[config.mk]
export PLATFORM = sky130hd
export DESIGN_NAME = scancode_ascii_rom
export DESIGN_NICKNAME = d
export VERILOG_FILES = /design/src/rtl/scancode_ascii_rom.sv
export SDC_FILE = /design/constraint.sdc
export NUM_CORES = 1
export LEC_CHECK = 0
export ABC_AREA = 1
export CORE_UTILIZATION = 45
export DETAILED_ROUTE_END_ITERATION = 8
export PLACE_DENSITY_LB_ADDON = 0.12
export RECOVER_POWER = 100
export SYNTH_ARGS = -nofsm -noshare
export SYNTH_HDL_FRONTEND = slang
export SYNTH_SLANG_ARGS = --single-unit
export TNS_END_PERCENT = 50
[constraint.sdc]
create_clock -name clock -period 2.1 [get_ports clock]
set_input_delay 0.21 -clock clock [delete_from_list [all_inputs] [get_ports clock]]
set_output_delay 0.21 -clock clock [all_outputs]
set_load 0.1 [all_outputs]
[src/rtl/scancode_ascii_rom.sv]
// ----------------------------------------------------------------------------
// scancode_ascii_rom
//
// Purpose:
//   Registered lookup ROM from an 8-bit PS/2 Set-2 make code to three ASCII
//   views of the key: unshifted/lowercase, uppercase (Caps) and shifted
//   symbol. One clock of latency: the address sampled on edge N is reflected
//   on all three outputs after edge N and held until the next edge.
//
//   There is no valid/ready handshake and no enable: a lookup happens on
//   every rising edge, so back-to-back addresses give back-to-back results.
//
//   Table invariant relied on by the keyboard controller: for every address
//   q_s either equals q_h (letters, control keys, unmapped codes) or differs
//   from both q_l and q_h (digits, punctuation). The controller picks q_s
//   only in the second case when Shift is held.
//
// Ports:
//   clock    in   1  system clock, rising-edge active
//   reset    in   1  synchronous active-high reset; outputs forced to 8'h00
//   address  in   8  PS/2 Set-2 scan code
//   q_l      out  8  lowercase / unshifted ASCII
//   q_h      out  8  uppercase ASCII
//   q_s      out  8  shifted-symbol ASCII
// ----------------------------------------------------------------------------
module scancode_ascii_rom #(
   parameter logic [7:0] UNMAPPED = 8'h00
) (
   input  logic       clock,
   input  logic       reset,
   input  logic [7:0] address,
   output logic [7:0] q_l,
   output logic [7:0] q_h,
   output logic [7:0] q_s
);

   logic [7:0] l_d, h_d, s_d;
   logic [7:0] l_q, h_q, s_q;

   // Combinational table; the only storage is the output register below.
   always_comb begin
      l_d = UNMAPPED;
      h_d = UNMAPPED;
      s_d = UNMAPPED;
      unique case (address)
         // Letters: q_s mirrors q_h so the controller falls back to Caps.
         8'h1C: begin l_d = 8'h61; h_d = 8'h41; s_d = 8'h41; end // a
         8'h32: begin l_d = 8'h62; h_d = 8'h42; s_d = 8'h42; end // b
         8'h21: begin l_d = 8'h63; h_d = 8'h43; s_d = 8'h43; end // c
         8'h23: begin l_d = 8'h64; h_d = 8'h44; s_d = 8'h44; end // d
         8'h24: begin l_d = 8'h65; h_d = 8'h45; s_d = 8'h45; end // e
         8'h2B: begin l_d = 8'h66; h_d = 8'h46; s_d = 8'h46; end // f
         8'h34: begin l_d = 8'h67; h_d = 8'h47; s_d = 8'h47; end // g
         8'h33: begin l_d = 8'h68; h_d = 8'h48; s_d = 8'h48; end // h
         8'h43: begin l_d = 8'h69; h_d = 8'h49; s_d = 8'h49; end // i
         8'h3B: begin l_d = 8'h6A; h_d = 8'h4A; s_d = 8'h4A; end // j
         8'h42: begin l_d = 8'h6B; h_d = 8'h4B; s_d = 8'h4B; end // k
         8'h4B: begin l_d = 8'h6C; h_d = 8'h4C; s_d = 8'h4C; end // l
         8'h3A: begin l_d = 8'h6D; h_d = 8'h4D; s_d = 8'h4D; end // m
         8'h31: begin l_d = 8'h6E; h_d = 8'h4E; s_d = 8'h4E; end // n
         8'h44: begin l_d = 8'h6F; h_d = 8'h4F; s_d = 8'h4F; end // o
         8'h4D: begin l_d = 8'h70; h_d = 8'h50; s_d = 8'h50; end // p
         8'h15: begin l_d = 8'h71; h_d = 8'h51; s_d = 8'h51; end // q
         8'h2D: begin l_d = 8'h72; h_d = 8'h52; s_d = 8'h52; end // r
         8'h1B: begin l_d = 8'h73; h_d = 8'h53; s_d = 8'h53; end // s
         8'h2C: begin l_d = 8'h74; h_d = 8'h54; s_d = 8'h54; end // t
         8'h3C: begin l_d = 8'h75; h_d = 8'h55; s_d = 8'h55; end // u
         8'h2A: begin l_d = 8'h76; h_d = 8'h56; s_d = 8'h56; end // v
         8'h1D: begin l_d = 8'h77; h_d = 8'h57; s_d = 8'h57; end // w
         8'h22: begin l_d = 8'h78; h_d = 8'h58; s_d = 8'h58; end // x
         8'h35: begin l_d = 8'h79; h_d = 8'h59; s_d = 8'h59; end // y
         8'h1A: begin l_d = 8'h7A; h_d = 8'h5A; s_d = 8'h5A; end // z
         // Digits: shifted view is the US-layout symbol.
         8'h16: begin l_d = 8'h31; h_d = 8'h31; s_d = 8'h21; end // 1 !
         8'h1E: begin l_d = 8'h32; h_d = 8'h32; s_d = 8'h40; end // 2 @
         8'h26: begin l_d = 8'h33; h_d = 8'h33; s_d = 8'h23; end // 3 #
         8'h25: begin l_d = 8'h34; h_d = 8'h34; s_d = 8'h24; end // 4 $
         8'h2E: begin l_d = 8'h35; h_d = 8'h35; s_d = 8'h25; end // 5 %
         8'h36: begin l_d = 8'h36; h_d = 8'h36; s_d = 8'h5E; end // 6 ^
         8'h3D: begin l_d = 8'h37; h_d = 8'h37; s_d = 8'h26; end // 7 &
         8'h3E: begin l_d = 8'h38; h_d = 8'h38; s_d = 8'h2A; end // 8 *
         8'h46: begin l_d = 8'h39; h_d = 8'h39; s_d = 8'h28; end // 9 (
         8'h45: begin l_d = 8'h30; h_d = 8'h30; s_d = 8'h29; end // 0 )
         // Punctuation: base on q_l/q_h, shifted on q_s.
         8'h0E: begin l_d = 8'h60; h_d = 8'h60; s_d = 8'h7E; end // ` ~
         8'h4E: begin l_d = 8'h2D; h_d = 8'h2D; s_d = 8'h5F; end // - _
         8'h55: begin l_d = 8'h3D; h_d = 8'h3D; s_d = 8'h2B; end // = +
         8'h54: begin l_d = 8'h5B; h_d = 8'h5B; s_d = 8'h7B; end // [ {
         8'h5B: begin l_d = 8'h5D; h_d = 8'h5D; s_d = 8'h7D; end // ] }
         8'h5D: begin l_d = 8'h5C; h_d = 8'h5C; s_d = 8'h7C; end // \ |
         8'h4C: begin l_d = 8'h3B; h_d = 8'h3B; s_d = 8'h3A; end // ; :
         8'h52: begin l_d = 8'h27; h_d = 8'h27; s_d = 8'h22; end // ' "
         8'h41: begin l_d = 8'h2C; h_d = 8'h2C; s_d = 8'h3C; end // , <
         8'h49: begin l_d = 8'h2E; h_d = 8'h2E; s_d = 8'h3E; end // . >
         8'h4A: begin l_d = 8'h2F; h_d = 8'h2F; s_d = 8'h3F; end // / ?
         // Control keys: identical on all three views.
         8'h29: begin l_d = 8'h20; h_d = 8'h20; s_d = 8'h20; end // space
         8'h5A: begin l_d = 8'h0D; h_d = 8'h0D; s_d = 8'h0D; end // enter
         8'h66: begin l_d = 8'h08; h_d = 8'h08; s_d = 8'h08; end // backspace
         8'h0D: begin l_d = 8'h09; h_d = 8'h09; s_d = 8'h09; end // tab
         8'h76: begin l_d = 8'h1B; h_d = 8'h1B; s_d = 8'h1B; end // esc
         // Prefixes (F0/E0), modifiers, F-keys and everything else.
         default: begin l_d = UNMAPPED; h_d = UNMAPPED; s_d = UNMAPPED; end
      endcase
   end

   // Reset wins over the address on the same edge.
   always_ff @(posedge clock) begin
      if (reset) begin
         l_q <= 8'h00;
         h_q <= 8'h00;
         s_q <= 8'h00;
      end else begin
         l_q <= l_d;
         h_q <= h_d;
         s_q <= s_d;
      end
   end

   assign q_l = l_q;
   assign q_h = h_q;
   assign q_s = s_q;

endmodule

==> impl_metrics.yaml, run 1 <==
outcome:
  status: "completed"
logic_synthesis:
  yosysWarnings: 0
  synth_cells: 335
  ys_ff_latch: 15
  synth_area_um2: 1868
  syn_avg_cell_area_um2: 5.576
  ys_async_sr_fraction_pct: 0
  ys_seq_area_share_pct: 16.08
  ys_types: 31
  synth_edf_count: 0
  synth_top_flop_cell: "dfxtp_1"
power:
  comb_power_share_pct: 48.7
  p_per_area_nw_per_um2: 466.5
  p_int_mw: 0.5690
  clock_power_share_pct: 22.5
  seqPwrFrac_pct: 28.8
  p_leak_nw: 1.181
  vdd_drop_max_mv: 0.3415
  p_sw_mw: 0.4676
  switching_share_pct: 45.11
  finalPower_mw: 1.037
clocking:
  cts-root-buf: "clkbuf_8"
  post_cts_buffers: 0
  htree_levels: 1
  cts_hold_buf: 0
  path_clk_slew_ns: 0.06
  clockBufferDepth: 2
  cts_num_sinks: 15
  cts_tree: "done"
  cts_resized: 0
  cts_buffers: 3
timing:
  slew_headroom_pct: 21.38
  fin_ws_ns: 0.2298
  tightestPinTransition_ns: 1.184
  setup_viol: 0
  max_clock_freq_ghz: 0.5347
  tns_ns: 0
  rsz0062_at_grt: "false"
  hold_violations: 0
  slew_viol_final: 0
  post-route-min-period_ns: 1.870
  hold_ws_ns: 0.6265
  fin_crit_sh_pct: 89.06
setup_path:
  worstPathArrival_ns: 1.99
  worstSetupEndpointType: "register"
  max_stage_delay_ns: 0.55
  cp_top_family: "buffers and inverters"
  critPathMostFrequentCell: "nand2_1"
  startpoint_type: "primary input"
  crit_buf_inv: 3
  cp_cell_sequence: "clkdlybuf4s50_1, inv_2, ha_1, nand2_2, nand2_1, nand2_1, inv_1, o21ai_0, nand2_1, nand2_1, nand2_1, nand2_1, a21oi_1"
  path_class: "primary input to register"
  crit_required_ns: 2.22
  crit_fanout: 7
  cp_slowest_cell: "clkdlybuf4s50_1"
detailed_routing:
  ant_nets: 0
  num_vias: 2259
  drtPass1Iterations: 4
  viasPerCell: 5.253
  wirelength_um: 6168
  drt-initial-drc-count: 164
  drc: 0
  routedWlPerCell_um: 14.34
placed_design:
  gp_congestion: 0.9752
  dp_hpwl_um: 5129
  place_ws_ns: -0.05654
  dp_cells: 426
  place.port_buffers: 30
  dpl-instance-area_um2: 2267
die:
  coreArea_um2: 4000
  die_h_um: 66.43
  die_w_um: 66.43
  initial_core_util_pct: 46.70
  ios: 34
  die_area_um2: 4413
  row_count: 23
final_layout:
  final_core_util_pct: 55.55
  fin_nets: 401
  drive_above_1_share_pct: 12.63
  diodes: 0
  design_area_um2: 2222
  fin_cells: 430
  synthToLayoutAreaGrowth_pct: 18.96
global_route:
  grt_start_max_net_pins: 21
  antenna_found_initial: 0
  overflow: 0
  track_usage_pct: 30.47
  met1_usage_pct: 38.60
  grt_pass1_vias: 2162
  grt_pass1_wl_um: 10030
  top_usage_layer: "met2"
  met2_usage_pct: 52.17
  met3_usage_pct: 6.897
job:
  maxCapViolations: 0
hold_path:
  hp-class: "primary input to register"
area by class of cell:
class | count | area (µm²)
Fill cell | 439 | 1778
Multi-Input combinational cell | 265 | 1267
Timing Repair Buffer | 61 | 410.4
Sequential cell | 15 | 300.3
Inverter | 35 | 136.4
Tap cell | 50 | 62.56
Clock buffer | 4 | 45.04
final timing paths:
path                    from           endpoint  slack (ns)  cells after the start
setup / recovery  address[0]  q_s[0]$_SDFF_PP0_        0.23                     13
hold / removal    address[7]  q_s[3]$_SDFF_PP0_        0.63                      4
synthesized netlist by cell type, types with 3 or more instances:
library cell  number  share of area (%)
nand2_1          129                 26
a21oi_1           32                8.6
inv_1             30                6.0
nor2_1            22                4.4
o21ai_0           21                5.6
nand3_1           19                5.1
dfxtp_1           15                 16
buf_4             10                4.0
ha_1              10                6.7
buf_2              5                1.3
buf_6              5                3.0
inv_2              4               0.80
o21ai_1            4                1.1
o211ai_1           3                1.2
cells in the final DEF, fill, tap and decap left out, drive strengths merged, types with 2 or more instances in the layout:
master,instances
nand3,19
nand3b,2
conb,3
inv,34
o21a,2
buf,30
nand2,132
clkdlybuf4s50,9
o211ai,3
o22ai,2
nand4,2
o21ai,26
clkbuf,26
ha,10
dfxtp,15
nor2,25
nor3,4
a21oi,33
per-layer routing:
| metal | share of wire [%] | vias to the layer above |
|---|---|---|
| met1 | 44 | 1009 |
| li1 | - | 1145 |
| met5 | 0 | - |
| met2 | 45 | 95 |
| met3 | 9.3 | 10 |
| met4 | 1.6 | 0 |
sequential cells by signal, summed over array words and instances (netlist names):
| register | flops |
|---|---|
| q_l | 1 |
| q_h | 7 |
| q_s | 7 |
power groups by stage:
stage,combinational [mW],clock [mW],sequential [mW]
after global routing,0.549,0.247,0.300
final,0.504,0.233,0.299
after floorplan,0.294,0,0.383
after detailed placement,0.512,0,0.305
after global placement,0.514,0,0.305
after CTS,0.514,0.238,0.299
cells by family after synthesis:
kind of cell,Yosys count,share of synthesized area [%]
simple gates,184,41.33
compound gates,68,19.62
buf+inv,57,16.07
flops,15,16.08
fa+ha+maj,10,6.698
other cells,1,0.2007
Power figures use the tool's default switching activity.
==> inputs of run 2 (changes only) <==
- GPL_ROUTABILITY_DRIVEN: not set -> 0
==> run 2 against run 1 <==
Effect of this change:
- global-route usage fell by 1.3 points
- sequential power barely moved
- critical path depth did not move
- largest cell class unchanged
==> impl_metrics.yaml, run 2 (synthesis results as in run 1) <==
final_layout:
  layout_commonest_cell: "nand2_1"
  diodes: 0
  multi_input_area_um2: 1266
  final_core_util_pct: 54.77
  synthToLayoutAreaGrowth_pct: 17.28
  seqCellArea_um2: 300.3
  fillers: 455
  final_cell_mix: "nand2_1 (129), a21oi_1 (33), inv_1 (30), buf_4 (25), o21ai_0 (24)"
  fin_nets: 397
  drive_above_1_share_pct: 11.17
  design_area_um2: 2191
placed_design:
  place.port_buffers: 30
  dpl-instance-area_um2: 2237
  place_ws_ns: 0.02110
  dp_hpwl_um: 4801
clocking:
  post_cts_buffers: 0
  cts-root-buf: "clkbuf_8"
  cts_hold_buf: 0
  htree_levels: 1
  clockBufferDepth: 2
  cts_resized: 0
  path_clk_slew_ns: 0.06
  cts_tree: "done"
  cts_buffers: 3
  cts_num_sinks: 15
die:
  die_w_um: 66.43
  row_count: 23
  die_h_um: 66.43
  die_area_um2: 4413
  initial_core_util_pct: 46.70
  coreArea_um2: 4000
  ios: 34
global_route:
  antenna_found_initial: 0
  grt_pass1_vias: 2185
  overflow: 0
  track_usage_pct: 29.13
  grt_start_max_net_pins: 21
  grt_pass1_wl_um: 9708
detailed_routing:
  num_vias: 2318
  drt-initial-drc-count: 225
  routedWlPerCell_um: 14.09
  ant_nets: 0
  wirelength_um: 6004
  drtPass1Iterations: 5
  viasPerCell: 5.441
  drc: 0
hold_path:
  hp-class: "primary input to register"
power:
  p_per_area_nw_per_um2: 465.7
  vdd_drop_max_mv: 0.3442
  p_leak_nw: 1.173
  finalPower_mw: 1.020
setup_path:
  crit_required_ns: 2.21
  cp_cell_sequence: "clkdlybuf4s50_1, inv_1, ha_1, nand2_2, nand2_1, nand2_1, inv_1, o21ai_0, nand2_1, nand2_1, nand2_1, nand2_1, a21oi_1"
  crit_fanout: 7
  cp_slowest_cell: "clkdlybuf4s50_1"
  startpoint_type: "primary input"
  max_stage_delay_ns: 0.51
  critPathMostFrequentCell: "nand2_1"
  path_class: "primary input to register"
  worstPathArrival_ns: 1.97
  worstSetupEndpointType: "register"
outcome:
  status: "completed"
timing:
  slew_headroom_pct: 21.30
  rsz0062_at_grt: "false"
  fin_crit_sh_pct: 88.21
  tns_ns: 0
  post-route-min-period_ns: 1.853
  setup_viol: 0
  fin_ws_ns: 0.2475
  slew_viol_final: 0
  tightestPinTransition_ns: 1.186
  max_clock_freq_ghz: 0.5398
  hold_violations: 0
job:
  maxCapViolations: 0
==> run 2: changes by cell type in the layout (fill, tap and decap cells not counted), sizes merged <==
cell	before	now
buf	30	26
==> run 2: worst paths after layout <==
check        from                end  slack (ns)  cells past startpoint
min         reset  q_s[3]$_SDFF_PP0_        0.63                      4
max    address[0]  q_s[0]$_SDFF_PP0_        0.25                     13
==> run 2: final cells by class <==
type	instances	share of cell area, %
well taps	50	2.856
flip-flops and latches	15	13.71
multi-input cells	265	57.80
inverters	35	6.225
repair buffers	57	17.36
clock buffers	4	2.056
==> run 2: per-stage QoR <==
| stage | hold slack [ns] | instances |
|---|---|---|
| after floorplan | 0.3769 | 337 |
| after detailed placement | 0.7050 | 422 |
| after global routing | 0.6749 | 426 |
| after CTS | 0.6320 | 426 |
| final | 0.6333 | 426 |
| after global placement | 0.7057 | 422 |
==> run 2: power by group <==
group / internal, mW / switching (mW) / total, mW
clock: 0.134 / 0.0903 / 0.224
sequential: 0.295 / 0.00322 / 0.299
combinational: 0.135 / 0.363 / 0.497
==> run 2: metal layers <==
layer  up-vias  global-route usage (%)  part of all wire, %
li1       1137                       -                    -
met1      1036                   37.24                   42
met2       127                   47.83                   46
met3        18                   7.759                  9.7
met4         0                   7.713                  2.5
met5         -                       0                    0
==> run 2: critical path: cells and delay by family <==
family,cells,cell delay [ns]
simple gates,7,0.59
fa+ha+maj,1,0.34
compound gates,2,0.12
buf+inv,3,0.69
